==> src/rtl/convert_3x32_to_48_if.sv <==
// rtl/convert_3x32_to_48_if.sv - read/write bundle between the 32-bit FIFO, the gearbox and the 48-bit FIFO
//
// Purpose: groups the upstream FIFO read side and the downstream FIFO write side
// of the 3x32 -> 48 gearbox into one connection.
//
// Signals:
//   in_r_ready      upstream FIFO holds at least one word
//   in_ren          read strobe towards the upstream FIFO
//   in_rdata        read data, valid the cycle after in_ren
//   out_error_full  downstream FIFO full
//   out_wen         write strobe towards the downstream FIFO
//   out_wdata       write data
//
// Modports:
//   slave   the gearbox view (drives in_ren, out_wen, out_wdata)
//   master  the FIFO/environment view (drives in_r_ready, in_rdata, out_error_full)

interface convert_3x32_to_48_if #(
   parameter int IN_W  = 32,
   parameter int OUT_W = 48
);
   logic             in_r_ready;
   logic             in_ren;
   logic [IN_W-1:0]  in_rdata;
   logic             out_error_full;
   logic             out_wen;
   logic [OUT_W-1:0] out_wdata;

   modport slave (
      input  in_r_ready,
      input  in_rdata,
      input  out_error_full,
      output in_ren,
      output out_wen,
      output out_wdata
   );

   modport master (
      output in_r_ready,
      output in_rdata,
      output out_error_full,
      input  in_ren,
      input  out_wen,
      input  out_wdata
   );
endinterface

==> src/rtl/convert_3x32_to_48.sv <==
// rtl/convert_3x32_to_48.sv - gearbox packing three 32-bit words into two 48-bit words
//
// Purpose: return/loopback path gearbox. Reads 32-bit words from a FIFO read
// port (ren / rdata one cycle later) and writes 48-bit words into a FIFO write
// port. The first byte received lands in out_wdata[47:40]; it undoes the
// 48 -> 3x32 splitter used on the output path.
//
// Ports:
//   clk        single clock for both FIFO sides
//   rst_n      asynchronous active-low reset (release synchronised upstream)
//   bus        slave side of convert_3x32_to_48_if (read + write handshakes)
//   in_rclk    read clock, equals clk
//   out_wclk   write clock, equals clk
//   phase      index (0..2) of the next input word within its 3-word group
//   out_count  number of 48-bit words written, wraps

module convert_3x32_to_48 #(
   parameter int BYTE_WIDTH             = 8,
   parameter int IN_DATA_WIDTH_BY_BYTE  = 4,
   parameter int OUT_DATA_WIDTH_BY_BYTE = 6,
   parameter int COUNT_WIDTH            = 16
) (
   input  logic                       clk,
   input  logic                       rst_n,
   convert_3x32_to_48_if.slave        bus,
   output logic                       in_rclk,
   output logic                       out_wclk,
   output logic [1:0]                 phase,
   output logic [COUNT_WIDTH-1:0]     out_count
);

   localparam int IN_W   = BYTE_WIDTH * IN_DATA_WIDTH_BY_BYTE;
   localparam int OUT_W  = BYTE_WIDTH * OUT_DATA_WIDTH_BY_BYTE;
   localparam int HALF_W = IN_W / 2;

   // Position of the next word to be captured inside its 3-word group.
   typedef enum logic [1:0] {
      PH0 = 2'd0,
      PH1 = 2'd1,
      PH2 = 2'd2
   } phase_e;

   phase_e                 phase_q, phase_d;
   logic                   rd_inflight_q, rd_inflight_d;
   logic                   hold_valid_q, hold_valid_d;
   logic [OUT_W-1:0]       out_hold_q, out_hold_d;
   logic [IN_W-1:0]        residue_q, residue_d;
   logic [COUNT_WIDTH-1:0] out_count_q, out_count_d;

   logic                   ren;
   logic                   wen;

   // A new read is only issued once the previous one has landed and the
   // output holding register is empty, so at most one word is ever in flight
   // and a capture can never overwrite an unwritten output word.
   assign ren = bus.in_r_ready & ~rd_inflight_q & ~hold_valid_q;
   assign wen = hold_valid_q & ~bus.out_error_full;

   assign bus.in_ren    = ren;
   assign bus.out_wen   = wen;
   assign bus.out_wdata = out_hold_q;

   assign in_rclk   = clk;
   assign out_wclk  = clk;
   assign phase     = phase_q;
   assign out_count = out_count_q;

   always_ff @(posedge clk or negedge rst_n) begin
      if (!rst_n) begin
         phase_q       <= PH0;
         rd_inflight_q <= 1'b0;
         hold_valid_q  <= 1'b0;
         out_hold_q    <= '0;
         residue_q     <= '0;
         out_count_q   <= '0;
      end else begin
         phase_q       <= phase_d;
         rd_inflight_q <= rd_inflight_d;
         hold_valid_q  <= hold_valid_d;
         out_hold_q    <= out_hold_d;
         residue_q     <= residue_d;
         out_count_q   <= out_count_d;
      end
   end

   always_comb begin
      phase_d       = phase_q;
      rd_inflight_d = ren;
      hold_valid_d  = hold_valid_q;
      out_hold_d    = out_hold_q;
      residue_d     = residue_q;
      out_count_d   = out_count_q;

      if (wen) begin
         hold_valid_d = 1'b0;
         out_count_d  = out_count_q + COUNT_WIDTH'(1);
      end

      // rdata is valid in the cycle after the read strobe. A capture and a
      // write never coincide because reads are blocked while hold_valid is set.
      if (rd_inflight_q) begin
         case (phase_q)
            PH0: begin
               residue_d = bus.in_rdata;
               phase_d   = PH1;
            end
            PH1: begin
               // Word 0 plus the upper half of word 1; the lower half is kept
               // as the leading 16 bits of the second output word.
               out_hold_d              = {residue_q, bus.in_rdata[IN_W-1:HALF_W]};
               residue_d[HALF_W-1:0]   = bus.in_rdata[HALF_W-1:0];
               hold_valid_d            = 1'b1;
               phase_d                 = PH2;
            end
            PH2: begin
               out_hold_d   = {residue_q[HALF_W-1:0], bus.in_rdata};
               hold_valid_d = 1'b1;
               phase_d      = PH0;
            end
            default: begin
               phase_d = PH0;
            end
         endcase
      end
   end

   // Structural invariants of the handshake.
   a_no_hold_with_inflight : assert property (
      @(posedge clk) disable iff (!rst_n) !(hold_valid_q && rd_inflight_q));

   a_no_read_while_holding : assert property (
      @(posedge clk) disable iff (!rst_n) !(ren && hold_valid_q));

endmodule

==> src/flat_wrapper.sv <==
// flat-port wrapper written by rule: the top's interface ports become plain ports
module convert_3x32_to_48_flat 
#(
   parameter int BYTE_WIDTH             = 8,
   parameter int IN_DATA_WIDTH_BY_BYTE  = 4,
   parameter int OUT_DATA_WIDTH_BY_BYTE = 6,
   parameter int COUNT_WIDTH            = 16
)
  (clk, rst_n, in_rclk, out_wclk, phase, out_count, bus_in_r_ready, bus_in_rdata, bus_out_error_full, bus_in_ren, bus_out_wen, bus_out_wdata);
  convert_3x32_to_48_if bus_i ();
  input  logic clk;
  input  logic rst_n;
  output logic in_rclk;
  output logic out_wclk;
  output logic [1:0] phase;
  output logic [COUNT_WIDTH-1:0] out_count;
  input wire logic [$bits(bus_i.in_r_ready)-1:0] bus_in_r_ready;
  input wire logic [$bits(bus_i.in_rdata)-1:0] bus_in_rdata;
  input wire logic [$bits(bus_i.out_error_full)-1:0] bus_out_error_full;
  output wire logic [$bits(bus_i.in_ren)-1:0] bus_in_ren;
  output wire logic [$bits(bus_i.out_wen)-1:0] bus_out_wen;
  output wire logic [$bits(bus_i.out_wdata)-1:0] bus_out_wdata;
  assign bus_i.in_r_ready = bus_in_r_ready;
  assign bus_i.in_rdata = bus_in_rdata;
  assign bus_i.out_error_full = bus_out_error_full;
  assign bus_in_ren = bus_i.in_ren;
  assign bus_out_wen = bus_i.out_wen;
  assign bus_out_wdata = bus_i.out_wdata;
  convert_3x32_to_48 #(.BYTE_WIDTH(BYTE_WIDTH), .IN_DATA_WIDTH_BY_BYTE(IN_DATA_WIDTH_BY_BYTE), .OUT_DATA_WIDTH_BY_BYTE(OUT_DATA_WIDTH_BY_BYTE), .COUNT_WIDTH(COUNT_WIDTH)) u_core (.clk(clk), .rst_n(rst_n), .bus(bus_i), .in_rclk(in_rclk), .out_wclk(out_wclk), .phase(phase), .out_count(out_count));
endmodule
==> config.mk <==
export PLATFORM = sky130hd
export DESIGN_NAME = convert_3x32_to_48_flat
export DESIGN_NICKNAME = d
export VERILOG_FILES = /design/src/rtl/convert_3x32_to_48_if.sv /design/src/rtl/convert_3x32_to_48.sv /design/src/flat_wrapper.sv
export SDC_FILE = /design/constraint.sdc
export NUM_CORES = 1
export LEC_CHECK = 0
export CAP_MARGIN = 0
export CORE_ASPECT_RATIO = 1.5
export CORE_MARGIN = 2
export CORE_UTILIZATION = 57
export CTS_BUF_LIST = sky130_fd_sc_hd__clkbuf_16
export DETAILED_ROUTE_END_ITERATION = 7
export DONT_BUFFER_PORTS = 1
export GPL_TIMING_DRIVEN = 0
export PLACE_DENSITY = 0.79
export SETUP_SLACK_MARGIN = 0.1
export SLEW_MARGIN = 0
export SYNTH_ARGS = -nofsm -noshare
export SYNTH_HDL_FRONTEND = slang
export SYNTH_SLANG_ARGS = --single-unit
==> constraint.sdc <==
create_clock -name clk -period 1.6 [get_ports clk]
set_input_delay 0.4 -clock clk [delete_from_list [all_inputs] [get_ports clk]]
set_output_delay 0.4 -clock clk [all_outputs]
set_load 0.005 [all_outputs]
==> summary.md, run 1 <==
| Metric | Value |
|---|---|
| Clock latency on the worst-skew pair | 0.46 ns |
| Crit Path Max Fanout | 9 |
| Clk slew on worst S/H paths | 0.07 ns |
| Fraction of registers with async set or reset after synthesis | 100.0% |
| VDD IR max | 1.284 mV |
| Setup-failing EPs final | 1 |
| CP Launch Type | register |
| # DRC | 0 |
| Effective utilization at floorplan | 57.98% |
| Most frequent cell on the critical path | buf_12 |
| Sequential element share of the synthesized area | 57.44% |
| Sw Ratio | 36.35% |
| Initial antenna violation count | 0 |
| Hold crit path type | primary input to asynchronous set/reset pin |
| Synth Flop Type | dfrtp_1 |
| Top post-synthesis cells by area | dfrtp_1, mux2i_1, mux2_2 |
| Vias in the first global route | 3,189 |
| Finished Layout Cells | 498 |
| Largest net degree at the start of global routing | 101 |
| Share of cells above drive strength 1 | 47.73% |
| Worst slew pin tran | 0.2424 ns |
| Reg2Reg Depth | 7 |
| Number of synthesized register bits | 100 |
| Reg area | 2507 sq um |
| Detail Route Antenna Nets | 0 |
| Crit path kind | register to register |
| I/O Buffers | 0 |
| Sequential share of power | 36.7% |
| Flop2flop setup slack | -0.009 ns |
| Syn Nets | 399 |
| Worst slack at placement | -0.2599 ns |
| Max-cap violations | 0 |
| Yosys Warn Count | 0 |
| Worst path top cell family by delay | buffers and inverters |
| DR WL/cell | 25.57 um |
| Multi-input combinational cell area | 2243 sq um |
| FMAX | 621.5 MHz |
| Cell taking the most area after synthesis | dfrtp_1 |
| Status | finished with violations |
| # fillers | 413 |
| CP bufs+invs | 4 |
| Global-route wire length before repair | 16,720 um |
| WL final | 12,740 um |
| Netlist cell types | 31 |
| Fin. Hold Viols | 100 |
| I/O pin count | 106 |
| Pint | 8313 uW |
| P_sw | 4747 uW |
| Worst setup EP type | register |
| Leak | 0.002447 uW |
| Most instantiated library cell after synthesis | dfrtp_1 |
| Clk_skew | 0.008593 ns |
| Final setup margin | -0.008940 ns |
| Synthesis-to-layout area growth | 36.82% |
| Pwr/cell area | 2191 nW/um^2 |
| Total GRT Usage | 27.36% |
| Fin crit share | 100.6% |
| RePlAce Congestion | 0.7992 |
| Final nets | 433 |
| Slowest CP cell | dfrtp_2 |
| Failing checks | hold timing, setup timing |
| Initial DRC count | 295 |
| Post-synth top area share | 57.44% |
| Crit path cell chain | inv_4 -> ha_4 -> and2_4 -> buf_12 -> buf_12 -> buf_12 -> a21oi_2 |
| Relative max-transition margin | 83.38% |
| Power after layout | 13,060 uW |
| Clock power frac | 20.6% |
| Die height | 111.1 um |
| Die ar. | 8373 sq um |
| Syn avg cell area | 12.17 sq um |
| Inst Count DP | 460 |
| Core Area | 7515 sq um |
| Via count | 3,096 |
| Rows | 39 |
| Drt via density | 6.217 |
| Data arrival time at the worst-slack endpoint | 1.98 ns |
| Crit path largest cell delay | 0.45 ns |
| Hold slack final | -0.3707 ns |
| GRT overflow | 0 |
| Req. time, crit path | 1.97 ns |
| Die width | 75.38 um |
| RSZ-0062 raised after global routing | yes |
| N_diodes | 0 |
| Comb power frac | 42.7% |
| Drt first pass iters | 4 |
| WP depth | 7 |
| Post-synth EDFFs | 0 |
| Cell Area, Synth | 4357 sq um |
| Mapped Cells | 358 |
| Synth top cells by count | dfrtp_1, nor2_1, a21oi_1, mux2i_1, mux2_2 |
| Tmin final | 1.609 ns |
| CTS tree | yes |
| Detailed Place HPWL | 6400 um |
| Fin. max-slew vios | 0 |
-- metrics by stage --
step	TNS [ns]	area (sq um)	util (%)	hold WS [ns]
global route	-0.2263	5961	79.32	-0.3882
global placement	-11.04	4503	59.92	0.1063
finish	-0.008940	5961	79.32	-0.3707
CTS	-0.01476	5473	72.83	-0.3725
floorplan	0	4375	-	0.1044
detailed placement	-12.83	4503	59.92	0.1064
-- worst reg2reg max path, stage by stage (launching register included) --
cell,delay (ns)
dfrtp_2,0.45
inv_4,0.11
ha_4,0.20
and2_4,0.16
buf_12,0.15
buf_12,0.15
buf_12,0.15
a21oi_2,0.15
-- cell type report --
type	count	area share, %
flip-flops and latches	100	42.07
plain buffers	23	6.990
inverters	2	0.2099
well taps	102	2.141
clock inverters	6	0.4408
repair buffers	19	5.059
clock buffers	13	5.458
multi-input cells	233	37.64
-- placed cells by master (no fill, tap or decap), drive strengths merged --
cell type	n
and2	1
clkinv	3
a21o	1
mux2i	48
nand3	4
nor4	1
xnor2	8
nand4	4
inv	5
clkbuf	24
nor3b	1
nand4b	1
xor2	7
buf	31
nor2	51
a21oi	48
nand2	10
and4	2
mux2	33
o21ai	3
nor3	3
ha	5
and2b	1
dfrtp	100
and3	1
-- power by group through the flow --
stage | Clock (uW) | Sequential, uW | Combinational [uW]
3_3_place_gp | 81.0 | 4490 | 2870
3_5_place_dp | 81.0 | 4540 | 2990
4_1_cts | 2690 | 4570 | 4340
5_1_grt | 2830 | 4900 | 5870
2_1_floorplan | 81.0 | 4280 | 2410
6_report | 2690 | 4800 | 5570
-- routing by layer --
| metal | vias to the layer above | GRT usage, % | wire (um) |
|---|---|---|---|
| li1 | 1304 | - | - |
| met1 | 1577 | 30.66 | 4356 |
| met2 | 171 | 43.54 | 6704 |
| met3 | 44 | 10.18 | 1119 |
| met4 | 0 | 15.20 | 554 |
| met5 | - | 0 | 0 |
-- state kept, by name, summed over array words and instances, names as in the netlist --
register and count:
u_core.residue_q 32, u_core.out_count 16, u_core.hold_valid_q 1, u_core.phase 2, u_core.rd_inflight_q 1, u_core.bus.out_wdata 48
-- worst paths after layout --
path,from,to
setup / recovery,u_core.phase[1]$_DFFE_PN0P_,u_core.bus.out_wdata[44]$_DFFE_PN0P_
hold / removal,rst_n,u_core.bus.out_wdata[12]$_DFFE_PN0P_
setup reg to reg,u_core.phase[1]$_DFFE_PN0P_,u_core.bus.out_wdata[44]$_DFFE_PN0P_
hold reg to reg,u_core.out_count[15]$_DFFE_PN0P_,u_core.out_count[15]$_DFFE_PN0P_
max in group asynchronous,rst_n,u_core.bus.out_wdata[13]$_DFFE_PN0P_
min in group clk,bus_out_error_full,u_core.hold_valid_q$_DFF_PN0_
-- kinds of logic (layout without fill, tap and decap cells) --
kind of cell / Yosys count / after routing / share of synthesized area (%)
DFF: 100 / 100 / 57.44
xor gates and xnor gates: 15 / 15 / 3.016
and+or+nand+nor: 80 / 80 / 9.277
buffers and inverters: 25 / 63 / 3.159
adders and majority gates: 5 / 5 / 1.436
muxes: 81 / 81 / 19.56
AOI/OAI and AO/OA: 52 / 52 / 6.117
-- what timing repair did --
action                                  in CTS  in global routing
setup buffers                                8                  4
pin swaps                                    6                 17
gates cloned                                 2                  6
endpoints found under the setup margin      80                 82
endpoints found under the hold margin      100                100
resized for setup                          128                 79
No activity file was read; power rests on OpenSTA's default activity.
==> run 2: changes to the inputs <==
PLACE_DENSITY = default   (was 0.79)
PLACE_DENSITY_LB_ADDON = 0.08   (was default)
==> summary.md, run 2 (same netlist as run 1, synthesis figures left out) <==
| Metric | Value |
|---|---|
| Vias in the first global route | 3,139 |
| Synthesis-to-layout area growth | 39.43% |
| I/O pin count | 106 |
| N_diodes | 0 |
| CP Launch Type | register |
| VDD IR max | 1.227 mV |
| Most frequent cell on the critical path | buf_12 |
| Multi-input combinational cell area | 2223 sq um |
| Fin. max-slew vios | 0 |
| Worst slew pin tran | 0.2695 ns |
| Detailed Place HPWL | 6495 um |
| Initial DRC count | 245 |
| Tmin final | 1.664 ns |
| Hold crit path type | primary input to asynchronous set/reset pin |
| Most crowded layer after global routing | met2 |
| Worst setup EP type | register |
| DR WL/cell | 24.23 um |
| Fin. Hold Viols | 100 |
| Initial antenna violation count | 0 |
| Highest-count cells in the layout ignoring fill and taps | dfrtp_1, mux2i_1, nor2_1, a21oi_2, clkbuf_16 |
| Status | finished with violations |
| Setup-failing EPs final | 3 |
| Met1 Use GR | 32.49% |
| Final design utilization | 80.84% |
| Die width | 75.38 um |
| Relative max-transition margin | 81.52% |
| Max-cap violations | 0 |
| Final nets | 438 |
| Met3 Use GR | 9.091% |
| Drt via density | 5.933 |
| Via count | 2,990 |
| Req. time, crit path | 1.94 ns |
| Die height | 111.1 um |
| Total GRT Usage | 27.39% |
| Crit path cell chain | inv_4 -> ha_4 -> buf_6 -> buf_12 -> buf_12 -> buf_12 -> mux2i_1 -> a21oi_1 |
| Final setup margin | -0.06408 ns |
| # DRC | 0 |
| Largest net degree at the start of global routing | 101 |
| Clock latency on the worst-skew pair | 0.46 ns |
| Share of cells above drive strength 1 | 46.77% |
| Failing checks | hold timing, setup timing |
| RePlAce Congestion | 0.7947 |
| Most common cell after layout, fill and taps aside | dfrtp_1 |
| I/O Buffers | 0 |
| Core Area | 7515 sq um |
| Detail Route Antenna Nets | 0 |
| Setup TNS | -0.1276 ns |
| Pwr/cell area | 2240 nW/um^2 |
| Hold slack final | -0.3748 ns |
| CTS tree | yes |
| Global-route wire length before repair | 16,600 um |
| Clk_skew | 0.004896 ns |
| RSZ-0062 raised after global routing | yes |
| Effective utilization at floorplan | 57.98% |
| Clk slew on worst S/H paths | 0.07 ns |
| Met2 usage | 44.93% |
| Rows | 39 |
| WL final | 12,210 um |
| Reg area | 2509 sq um |
| Max reg flops | 48 |
| Slowest CP cell | dfrtp_2 |
| Crit Path Max Fanout | 6 |
| Crit path largest cell delay | 0.47 ns |
| FMAX | 600.9 MHz |
| # fillers | 433 |
| Leak | 0.002520 uW |
| Data arrival time at the worst-slack endpoint | 2.00 ns |
| Drt first pass iters | 4 |
| Die ar. | 8373 sq um |
| Crit path kind | register to register |
| Fin crit share | 104.0% |
| GRT overflow | 0 |
==> run 2: changes by cell type in the layout (fill, tap and decap cells not counted), sizes merged <==
cell / change
buf: +7
inv: -2
clkbuf: -2
bufinv: +3
==> run 2: stage by stage <==
step,std cells,power (uW),hold slack (ns),setup WS [ns],area (sq um)
6_report,504,13610,-0.3748,-0.06408,6075
5_1_grt,504,14220,-0.3873,-0.09068,6075
4_1_cts,497,12110,-0.3725,-0.01492,5567
3_5_place_dp,460,7646,0.1063,-0.2972,4503
3_3_place_gp,460,7515,0.1062,-0.2498,4503
2_1_floorplan,358,6776,0.1044,0.07761,4375
==> run 2: area by class of cell <==
type	count	share of cell area (%)
clock buffer	13	5.355
tap	102	2.101
inverter	2	0.2060
multi-input combinational	233	36.60
buffer	23	6.529
sequential	100	41.30
timing repair buffer	24	6.159
clock inverter	7	1.751
==> run 2: power by group <==
group	internal (uW)	switching [uW]	total, uW
Sequential	3640	1130	4780
Combinational	3110	2480	5590
Clock	2150	1090	3240
==> run 2: path summary, 6_finish.rpt <==
kind / startpoint / endpoint / slack (ns) / cells after the start
max: u_core.phase[0]$_DFFE_PN0P_ / u_core.bus.out_wdata[44]$_DFFE_PN0P_ / -0.06 / 8
min: rst_n / u_core.residue_q[12]$_DFFE_PN0P_ / -0.37 / 0
max reg2reg: u_core.phase[0]$_DFFE_PN0P_ / u_core.bus.out_wdata[44]$_DFFE_PN0P_ / -0.06 / 8
min reg2reg: u_core.residue_q[23]$_DFFE_PN0P_ / u_core.residue_q[23]$_DFFE_PN0P_ / 0.50 / 1
max in group asynchronous: rst_n / u_core.phase[1]$_DFFE_PN0P_ / 1.79 / 0
min in group clk: bus_out_error_full / u_core.hold_valid_q$_DFF_PN0_ / 0.06 / 1
==> run 2: metal layers <==
metal | share of wire (%) | up-vias
li1 | - | 1310
met1 | 36 | 1543
met2 | 54 | 110
met3 | 6.4 | 27
met4 | 2.9 | 0
met5 | 0 | -
==> run 2: repair_timing <==
| action | in CTS | in global routing |
|---|---|---|
| hold endpoints to repair | 100 | 100 |
| setup buffers | 13 | 4 |
| resized for setup | 110 | 93 |
| gates cloned | 4 | 4 |
| setup endpoints to repair | 81 | 81 |
| pin swaps | 9 | 14 |
==> run 2: worst max-delay path, delay by kind of cell, from the launching register on <==
family	cells	cell delay (ns)
buf+inv	5	0.58
mux	1	0.24
flops	1	0.47
fa+ha+maj	1	0.13
compound gates	1	0.12
